--- src/rtl/mux8_to_1.sv ---
// 8-to-1 WIDTH-bit selector with a combinational output and an enabled,
// registered copy (y_q) plus a one-cycle load strobe (valid_q).
module mux8_to_1 #(
   parameter int WIDTH = 1
) (
   input  logic             clk,
   input  logic             rst,
   input  logic [WIDTH-1:0] i0,
   input  logic [WIDTH-1:0] i1,
   input  logic [WIDTH-1:0] i2,
   input  logic [WIDTH-1:0] i3,
   input  logic [WIDTH-1:0] i4,
   input  logic [WIDTH-1:0] i5,
   input  logic [WIDTH-1:0] i6,
   input  logic [WIDTH-1:0] i7,
   input  logic             s0,
   input  logic             s1,
   input  logic             s2,
   input  logic             en,
   output logic [WIDTH-1:0] y,
   output logic [WIDTH-1:0] y_q,
   output logic             valid_q
);

   logic [2:0]       w_sel;
   logic [WIDTH-1:0] w_in [8];
   logic [WIDTH-1:0] r_y_q;
   logic             r_valid_q;

   assign w_sel = {s2, s1, s0};
   assign w_in  = '{i0, i1, i2, i3, i4, i5, i6, i7};

   // Every code selects a real input; an X/Z select yields all-X in simulation.
   assign y = w_in[w_sel];

   // NOTE: non-blocking assignments keep the sampled y the pre-edge value.
   always_ff @(posedge clk) begin
      if (rst) begin
         r_y_q     <= '0;
         r_valid_q <= 1'b0;
      end else if (en) begin
         r_y_q     <= y;
         r_valid_q <= 1'b1;
      end else begin
         r_valid_q <= 1'b0;
      end
   end

   assign y_q     = r_y_q;
   assign valid_q = r_valid_q;

endmodule

--- config.mk ---
export PLATFORM = sky130hd
export DESIGN_NAME = mux8_to_1
export DESIGN_NICKNAME = d
export VERILOG_FILES = /design/src/rtl/mux8_to_1.sv
export SDC_FILE = /design/constraint.sdc
export NUM_CORES = 1
export LEC_CHECK = 0
export ABC_CLOCK_PERIOD_IN_PS = 2200
export CAP_MARGIN = 20
export CORE_AREA = 2 2 39 41
export CTS_BUF_LIST = sky130_fd_sc_hd__clkbuf_4 sky130_fd_sc_hd__clkbuf_8
export DETAILED_ROUTE_END_ITERATION = 12
export DIE_AREA = 0 0 41 43
export GPL_ROUTABILITY_DRIVEN = 0
export GPL_TIMING_DRIVEN = 0
export PLACE_DENSITY = 0.49
export REMOVE_ABC_BUFFERS = 1
export SYNTH_ARGS = -nofsm -noshare
export SYNTH_HDL_FRONTEND = slang
export SYNTH_SLANG_ARGS = --single-unit
--- constraint.sdc ---
create_clock -name clk -period 2.2 [get_ports clk]
set_input_delay 0.44 -clock clk [delete_from_list [all_inputs] [get_ports clk]]
set_output_delay 0.44 -clock clk [all_outputs]
set_load 0.05 [all_outputs]
### Word level (Yosys, flattened, before mapping)

Index checks and enable logic that the tools add are counted.

* flip-flop bits (word level): 2
* input bits: 14
* output and inout bits: 3
* logic and storage cells: 8

* order comparisons: 1
* muxes and demuxes: 4
* bitwise operators: 1

Operators with widths (number)
* 4-bit greater-or-equal comparator (second input constant): 1
* 3-bit NOT with 4-bit output: 1
* 1-bit binary-select mux with 3-bit select: 1
* 1-bit 2-to-1 mux: 3

### Depth between registers and ports, before layout

Gate-level depths: netlist of run 1.

* depth after elaboration: 4
* depth in mapped cells: 4
* mapped depth without buffers: 3

### Worst setup path after synthesis of run 1

OpenSTA, ideal clock, no wires.

* kind: input-to-output
* from: in s0
* to: out y
* arrival time: 1.499 ns
* data required time: 1.760 ns
* setup slack: 0.261 ns
* cell stages on the path: 4
* path buffers: 1
* cells stage by stage: clkbuf_2 > mux2i_1 > mux4_2 > inv_1

* cells in the longest elaborated chain, start to end: 4

RTL lines
* start: declaration: RTL line 16 `input logic s0,`
* 3-bit NOT with 4-bit output (not written as such): RTL line 34 `assign y = w_in[w_sel];`
* 1-bit binary-select mux with 3-bit select: RTL line 34
* 1-bit 2-to-1 mux (not written as such) (2 in series): RTL line 34
* end: declaration: RTL line 20 `output logic [WIDTH-1:0] y,`

No other way between the ends. The select of a mux whose other input is x is not followed.

### Worst setup path after layout of run 1

* from: in i1
* to: out y

* cells in the longest elaborated chain, start to end: 3

RTL lines
* start: declaration: RTL line 9 `input logic [WIDTH-1:0] i1,`
* 1-bit binary-select mux with 3-bit select: RTL line 34
* 1-bit 2-to-1 mux (not written as such) (2 in series): RTL line 34

No other way between the ends. The select of a mux whose other input is x is not followed.

==> results of run 1 <==
==> layer usage <==
layer	wire length, microns	vias up	track usage, %
met2	147	19	6.875
met3	96	2	7.330
met4	11	0	6.000
met5	0	-	0
met1	159	62	6.109
li1	-	80	-
==> area by class of cell <==
class	count	area, sq um
repair buffers	16	160.2
flip-flops and latches	2	40.04
well taps	16	20.02
inverters	1	3.754
multi-input cells	8	85.08
fillers	153	1052
clock buffers	3	22.52
==> cell families after synthesis <==
logic type      Yosys count  share of synthesized area [%]
simple gates              2                          7.477
mux                       5                          46.73
flops                     2                          29.91
compound gates            1                          9.344
buf+inv                   2                          6.536
==> timing repair <==
item                                    in CTS  in global routing
endpoints found under the setup margin       1                  1
hold buffers                                 0                  0
resized for setup                            7                  1
==> power groups by stage <==
stage	sequential, mW	clock, mW	combinational (mW)
2_1_floorplan	0.0494	0	0.0216
3_3_place_gp	0.0405	0	0.0663
3_5_place_dp	0.0405	0	0.0671
4_1_cts	0.0400	0.0866	0.0658
5_1_grt	0.0402	0.0899	0.0705
6_report	0.0401	0.0809	0.0670
==> critical path, delay by kind of cell <==
| kind | cells | cell delay [ns] |
|---|---|---|
| buf+inv | 3 | 0.71 |
| mux | 2 | 0.55 |
==> worst paths after layout <==
path	start	to	slack (ns)	cells past startpoint
min	y_q	y_q	0.53	2
min reg2reg	y_q	y_q	0.53	2
max	i1	y	0.06	5
max reg2reg	y_q	y_q	1.57	2
==> cells in the final DEF, fill, tap and decap left out <==
cell type        netlist  routed
mux4_2                 1       1
a211oi_2               1       1
clkdlybuf4s50_1        0      14
nor2_1                 1       1
mux2i_1                4       4
clkbuf_4               0       3
buf_6                  0       1
inv_1                  1       1
dlygate4sd2_1          0       1
nor2b_1                1       1
dfxtp_1                2       2
==> flip-flops by register name, summed over array words and instances (netlist names) <==
| register | cells |
|---|---|
| valid_q | 1 |
| y_q | 1 |
==> qor.json, run 1 <==
{
  "status": {
    "outcome": "complete, no violations"
  },
  "pwr": {
    "pwr-share-seq_pct": 21.3,
    "combinational_share_of_power_pct": 35.6,
    "cell_internal_pwr_mw": 0.1362,
    "p_per_area_mw_per_mm2": 566.9,
    "max-vdd-ir-drop_v": 0.0001249,
    "overall_power_after_layout_mw": 0.1880,
    "power.net_switching_mw": 0.05173,
    "fraction_of_power_spent_switching_nets_pct": 27.52,
    "reported_leakage_power_nw": 0.1377,
    "power.share.clock_pct": 43.0
  },
  "placed_design": {
    "numPortBuffers": 16,
    "dp.cells": 43,
    "detailed_place.area_sq_um": 309.0,
    "hpwlAfterDp_microns": 360.3,
    "dp_slack_ns": -0.7564
  },
  "clocking": {
    "insertion_delay_ns": 0.22,
    "cts-htree-levels": 1,
    "clock_sink_count": 2,
    "cts.path.max_buffers": 2,
    "cts_buffers": 3,
    "tritoncts": "yes",
    "cts_post_setup_buffers_inserted": 0,
    "clkSlewWorstSetupHoldPaths_ns": 0.03,
    "cts_root_buffer": "clkbuf_4"
  },
  "critical_path": {
    "setup.worst_path.end_class": "output port",
    "timing.setup.critical_path_class": "in2out",
    "critical_path_arrival_ns": 1.70,
    "timing.critical_path.slowest_cell_delay_ns": 0.48,
    "cp_slowest_cell": "mux4_2",
    "critical_path_cell_list": "clkdlybuf4s50_1 -> mux2i_1 -> mux4_2 -> inv_1 -> buf_6",
    "startpoint_type": "primary input",
    "cp_max_fo": 2,
    "cp_data_required_time_ns": 1.76
  },
  "cells_and_area": {
    "drive_gt1_share_pct": 20.00,
    "fin_cells": 46,
    "finalNetCount": 46,
    "areaGrowthSynthToFinish_pct": 147.7,
    "post-route-cell-area_sq_um": 331.6,
    "antenna_cells_inserted": 0,
    "final_design_utilization_pct": 23.96
  },
  "logic_synthesis": {
    "netlist_area_pre_place_sq_um": 133.9,
    "postSynthCellCount": 12,
    "synth_largest_type_area_fraction_pct": 29.91,
    "dominantRegCellSynth": "dfxtp_1",
    "synthMostInstantiatedCell": "mux2i_1",
    "ys_async_sr_fraction_pct": 0,
    "ys_types": 8,
    "ys_seq_elements": 2,
    "avgSynthCellArea_sq_um": 11.16,
    "ys_seq_area_share_pct": 29.91,
    "yosys.area.top_type": "dfxtp_1",
    "synthTopCellsByCount": "mux2i_1, dfxtp_1",
    "synthesis.yosys.warnings": 0,
    "synth.area.top_cells": "dfxtp_1, mux2i_1, mux4_2",
    "synth_edf_count": 0
  },
  "floorplanning": {
    "ioPinCount": 17,
    "floorplan.die.height_microns": 43,
    "core_area_sq_mm": 0.001384,
    "design.die.area_sq_mm": 0.001763,
    "initial_core_util_pct": 9.674,
    "rows": 14,
    "chipWidth_microns": 41
  },
  "timing": {
    "final.hold.worst_slack_ns": 0.5348,
    "fmaxAchievable_mhz": 467.5,
    "worstMarginPinSlew_ns": 0.4921,
    "post-route-period-util_pct": 97.23,
    "finClkSkew_ns": 0,
    "final_max_slew_viol_count": 0,
    "timing.max_slew.rel_slack_pct": 67.09,
    "finalSetupViolCount": 0,
    "timing.final.crit_period_ns": 2.139,
    "hold_viol": 0,
    "worst_slack_ns": 0.06088,
    "accumulated_negative_setup_slack_ns": 0,
    "grt_setup_unrepaired": "no"
  },
  "routing": {
    "wire_per_inst_microns": 9.022,
    "detail_route.iter0.violations": 0,
    "number_of_vias_after_detailed_routing": 163,
    "route.detailed.drc": 0,
    "ant_nets": 0,
    "firstDrtPassIters": 1,
    "detail_route.vias_per_cell": 3.543,
    "detail_route.wirelength_microns": 415
  },
  "grt": {
    "overall_global_routing_resource_usage_pct": 6.426,
    "grt_pass1_vias": 186,
    "number_of_antenna_violations_at_the_first_check_in_global_routing": 0,
    "globalRouteOverflowTotal": 0,
    "grt_start_max_net_pins": 5,
    "grt_pass1_wl_microns": 648
  },
  "flow_run": {
    "cap_viol_max_count": 0
  },
  "worst_hold_path": {
    "hp-class": "reg2reg"
  }
}
(Power assumes the default switching activity.)
==> run 2, diff against run 1 <==
--- a/config.mk
+++ b/config.mk
@@ -5,10 +5,11 @@
 export SDC_FILE = /design/constraint.sdc
 export NUM_CORES = 1
 export LEC_CHECK = 0
-export ABC_CLOCK_PERIOD_IN_PS = 2200
+export ABC_CLOCK_PERIOD_IN_PS = 2600
 export CAP_MARGIN = 20
 export CORE_AREA = 2 2 39 41
 export CTS_BUF_LIST = sky130_fd_sc_hd__clkbuf_4 sky130_fd_sc_hd__clkbuf_8
+export CTS_CLUSTER_DIAMETER = 30
 export DETAILED_ROUTE_END_ITERATION = 12
 export DIE_AREA = 0 0 41 43
 export GPL_ROUTABILITY_DRIVEN = 0
==> constraint.sdc (replaced) <==
create_clock -name clk -period 2.6 [get_ports clk]
set_input_delay 0.52 -clock clk [delete_from_list [all_inputs] [get_ports clk]]
set_output_delay 0.52 -clock clk [all_outputs]
set_load 0.05 [all_outputs]
==> qor.json, run 2 (synthesis results as in run 1) <==
{
  "status": {
    "outcome": "complete, no violations"
  },
  "cells_and_area": {
    "fin_cells": {"value": 46, "change": "unchanged"},
    "post-route-cell-area": {"value": 329.1, "unit": "sq um", "change": "-0.75%"},
    "areaGrowthSynthToFinish_pct": 145.8,
    "layout_common_cells": "clkdlybuf4s50_1, mux2i_1, clkbuf_4, dfxtp_1",
    "antenna_cells_inserted": {"value": 0, "change": "unchanged"},
    "mostFrequentLayoutCell": "clkdlybuf4s50_1",
    "finalNetCount": {"value": 46, "change": "unchanged"},
    "num-fill-cells": {"value": 155, "change": "+1.3%"},
    "drive_gt1_share": {"value": 20.00, "unit": "%", "change": "unchanged"}
  },
  "flow_run": {
    "cap_viol_max_count": {"value": 0, "change": "unchanged"}
  },
  "critical_path": {
    "r2r_setup_slack": {"value": 1.97, "unit": "ns", "change": "+0.40 ns"},
    "timing.setup.critical_path_class": "in2out",
    "startpoint_type": "primary input",
    "critical_path_cell_list": "clkdlybuf4s50_1 -> mux2i_1 -> mux4_2 -> inv_1 -> clkbuf_4",
    "timing.critical_path.slowest_cell_delay": {"value": 0.60, "unit": "ns", "change": "+0.12 ns"},
    "setup.worst_path.end_class": "output port",
    "critical_path.reg2reg.endpoint": "y_q",
    "cp_data_required_time": {"value": 2.08, "unit": "ns", "change": "+0.32 ns"},
    "critical_path_arrival": {"value": 2.02, "unit": "ns", "change": "+0.32 ns"},
    "critical_path.endpoint": "y",
    "setup.worst_path.start": "s0",
    "cp_slowest_cell": "clkdlybuf4s50_1",
    "cp_max_fo": {"value": 4, "change": "+2"},
    "reg2reg_path_depth": {"value": 2, "change": "unchanged"},
    "r2r_start": "y_q"
  },
  "placed_design": {
    "dp.cells": {"value": 43, "change": "unchanged"},
    "numPortBuffers": {"value": 16, "change": "unchanged"},
    "hpwlAfterDp": {"value": 360.3, "unit": "microns", "change": "unchanged"},
    "detailed_place.area": {"value": 309.0, "unit": "sq um", "change": "unchanged"}
  },
  "clocking": {
    "clkSlewWorstSetupHoldPaths": {"value": 0.03, "unit": "ns", "change": "about the same"},
    "cts.path.max_buffers": {"value": 2, "change": "unchanged"},
    "cts_post_setup_buffers_inserted": {"value": 0, "change": "unchanged"},
    "clock_sink_count": {"value": 2, "change": "unchanged"},
    "cts-htree-levels": {"value": 1, "change": "unchanged"},
    "cts_root_buffer": "clkbuf_4",
    "tritoncts": "yes",
    "cts_buffers": {"value": 3, "change": "unchanged"},
    "insertion_delay": {"value": 0.22, "unit": "ns", "change": "about the same"}
  },
  "grt": {
    "grt_start_max_net_pins": {"value": 5, "change": "unchanged"},
    "grt_pass1_vias": {"value": 186, "change": "unchanged"},
    "overall_global_routing_resource_usage": {"value": 6.526, "unit": "%", "change": "+0.10 points"},
    "grt_pass1_wl": {"value": 655, "unit": "microns", "change": "+1.1%"},
    "number_of_antenna_violations_at_the_first_check_in_global_routing": {"value": 0, "change": "unchanged"},
    "globalRouteOverflowTotal": {"value": 0, "change": "unchanged"}
  },
  "routing": {
    "detail_route.vias_per_cell": {"value": 3.543, "change": "unchanged"},
    "number_of_vias_after_detailed_routing": {"value": 163, "change": "unchanged"},
    "route.detailed.drc": {"value": 0, "change": "unchanged"},
    "ant_nets": {"value": 0, "change": "unchanged"},
    "detail_route.wirelength": {"value": 416, "unit": "microns", "change": "+0.24%"},
    "firstDrtPassIters": {"value": 1, "change": "unchanged"},
    "detail_route.iter0.violations": {"value": 0, "change": "unchanged"},
    "wire_per_inst": {"value": 9.043, "unit": "microns", "change": "+0.24%"}
  },
  "timing": {
    "hold_viol": {"value": 0, "change": "unchanged"},
    "post-route-period-util_pct": 97.64,
    "finClkSkew": {"value": 0, "unit": "ns", "change": "unchanged"},
    "timing.final.crit_period_ns": 2.539,
    "grt_setup_unrepaired": "no",
    "accumulated_negative_setup_slack": {"value": 0, "unit": "ns", "change": "unchanged"},
    "timing.max_slew.rel_slack": {"value": 67.10, "unit": "%", "change": "about the same"},
    "final.hold.worst_slack": {"value": 0.5348, "unit": "ns", "change": "unchanged"},
    "fmaxAchievable_mhz": 393.9,
    "finalSetupViolCount": {"value": 0, "change": "unchanged"},
    "worstMarginPinSlew": {"value": 0.4920, "unit": "ns", "change": "-0.0001152 ns"},
    "final_max_slew_viol_count": {"value": 0, "change": "unchanged"}
  },
  "floorplanning": {
    "rows": {"value": 14, "change": "unchanged"},
    "floorplan.die.height": {"value": 43, "unit": "microns", "change": "unchanged"},
    "core_area": {"value": 0.001384, "unit": "sq mm", "change": "unchanged"},
    "design.die.area": {"value": 0.001763, "unit": "sq mm", "change": "unchanged"},
    "ioPinCount": {"value": 17, "change": "unchanged"},
    "initial_core_util": {"value": 9.674, "unit": "%", "change": "unchanged"},
    "chipWidth": {"value": 41, "unit": "microns", "change": "unchanged"}
  },
  "pwr": {
    "reported_leakage_power": {"value": 0.1349, "unit": "nW", "change": "-2.0%"},
    "p_per_area": {"value": 479.3, "unit": "mW/mm^2", "change": "-15%"},
    "overall_power_after_layout": {"value": 0.1577, "unit": "mW", "change": "-16%"},
    "max-vdd-ir-drop": {"value": 0.0001042, "unit": "V", "change": "-17%"}
  },
  "worst_hold_path": {
    "hp-class": "reg2reg"
  }
}
[run 2: final cells by class]
cell class | count | area, sq um | share of cell area (%)
clock buffer | 3 | 22.52 | 6.844
inverter | 1 | 3.754 | 1.141
multi-input combinational | 8 | 85.08 | 25.86
sequential | 2 | 40.04 | 12.17
tap | 16 | 20.02 | 6.084
timing repair buffer | 16 | 157.7 | 47.91
[run 2: worst min-delay path by stage]
stage	startpoint	depth (start not counted)	to
finish	y_q	2	y_q
global route	y_q	2	y_q
CTS	y_q	2	y_q
detailed placement	y_q	2	y_q
global placement	y_q	2	y_q
floorplan	rst	1	y_q
[run 2: routing by layer]
metal	GRT usage [%]	wire (microns)	vias up
li1	-	-	80
met1	6.431	159	62
met2	6.875	147	19
met3	7.330	97	2
met4	6.000	11	0
met5	0	0	-
[run 2: critical path: cells and delay by family]
| family | cells | cell delay [ns] |
|---|---|---|
| multiplexers | 2 | 0.61 |
| buffers and inverters | 3 | 0.89 |
[run 2: repair_timing]
action	CTS	global route
hold buffers	0	0
resized for setup	5	1
endpoints found under the setup margin	1	1
[run 2: metrics by stage]
| step | utilization (%) | worst slack, ns |
|---|---|---|
| final | 23.78 | 0.06131 |
| after global routing | 23.78 | 0.009435 |
| after CTS | 23.60 | 0.02370 |
| after detailed placement | 22.33 | -0.5164 |
| after global placement | 22.33 | -0.4945 |
| after floorplan | - | 0.6579 |
[run 2: power by group]
part	switching [mW]	leakage (nW)	total, mW	internal, mW
Sequential	0.000820	0.0167	0.0339	0.0331
Combinational	0.0250	0.104	0.0554	0.0304
Clock	0.0176	0.0138	0.0685	0.0509
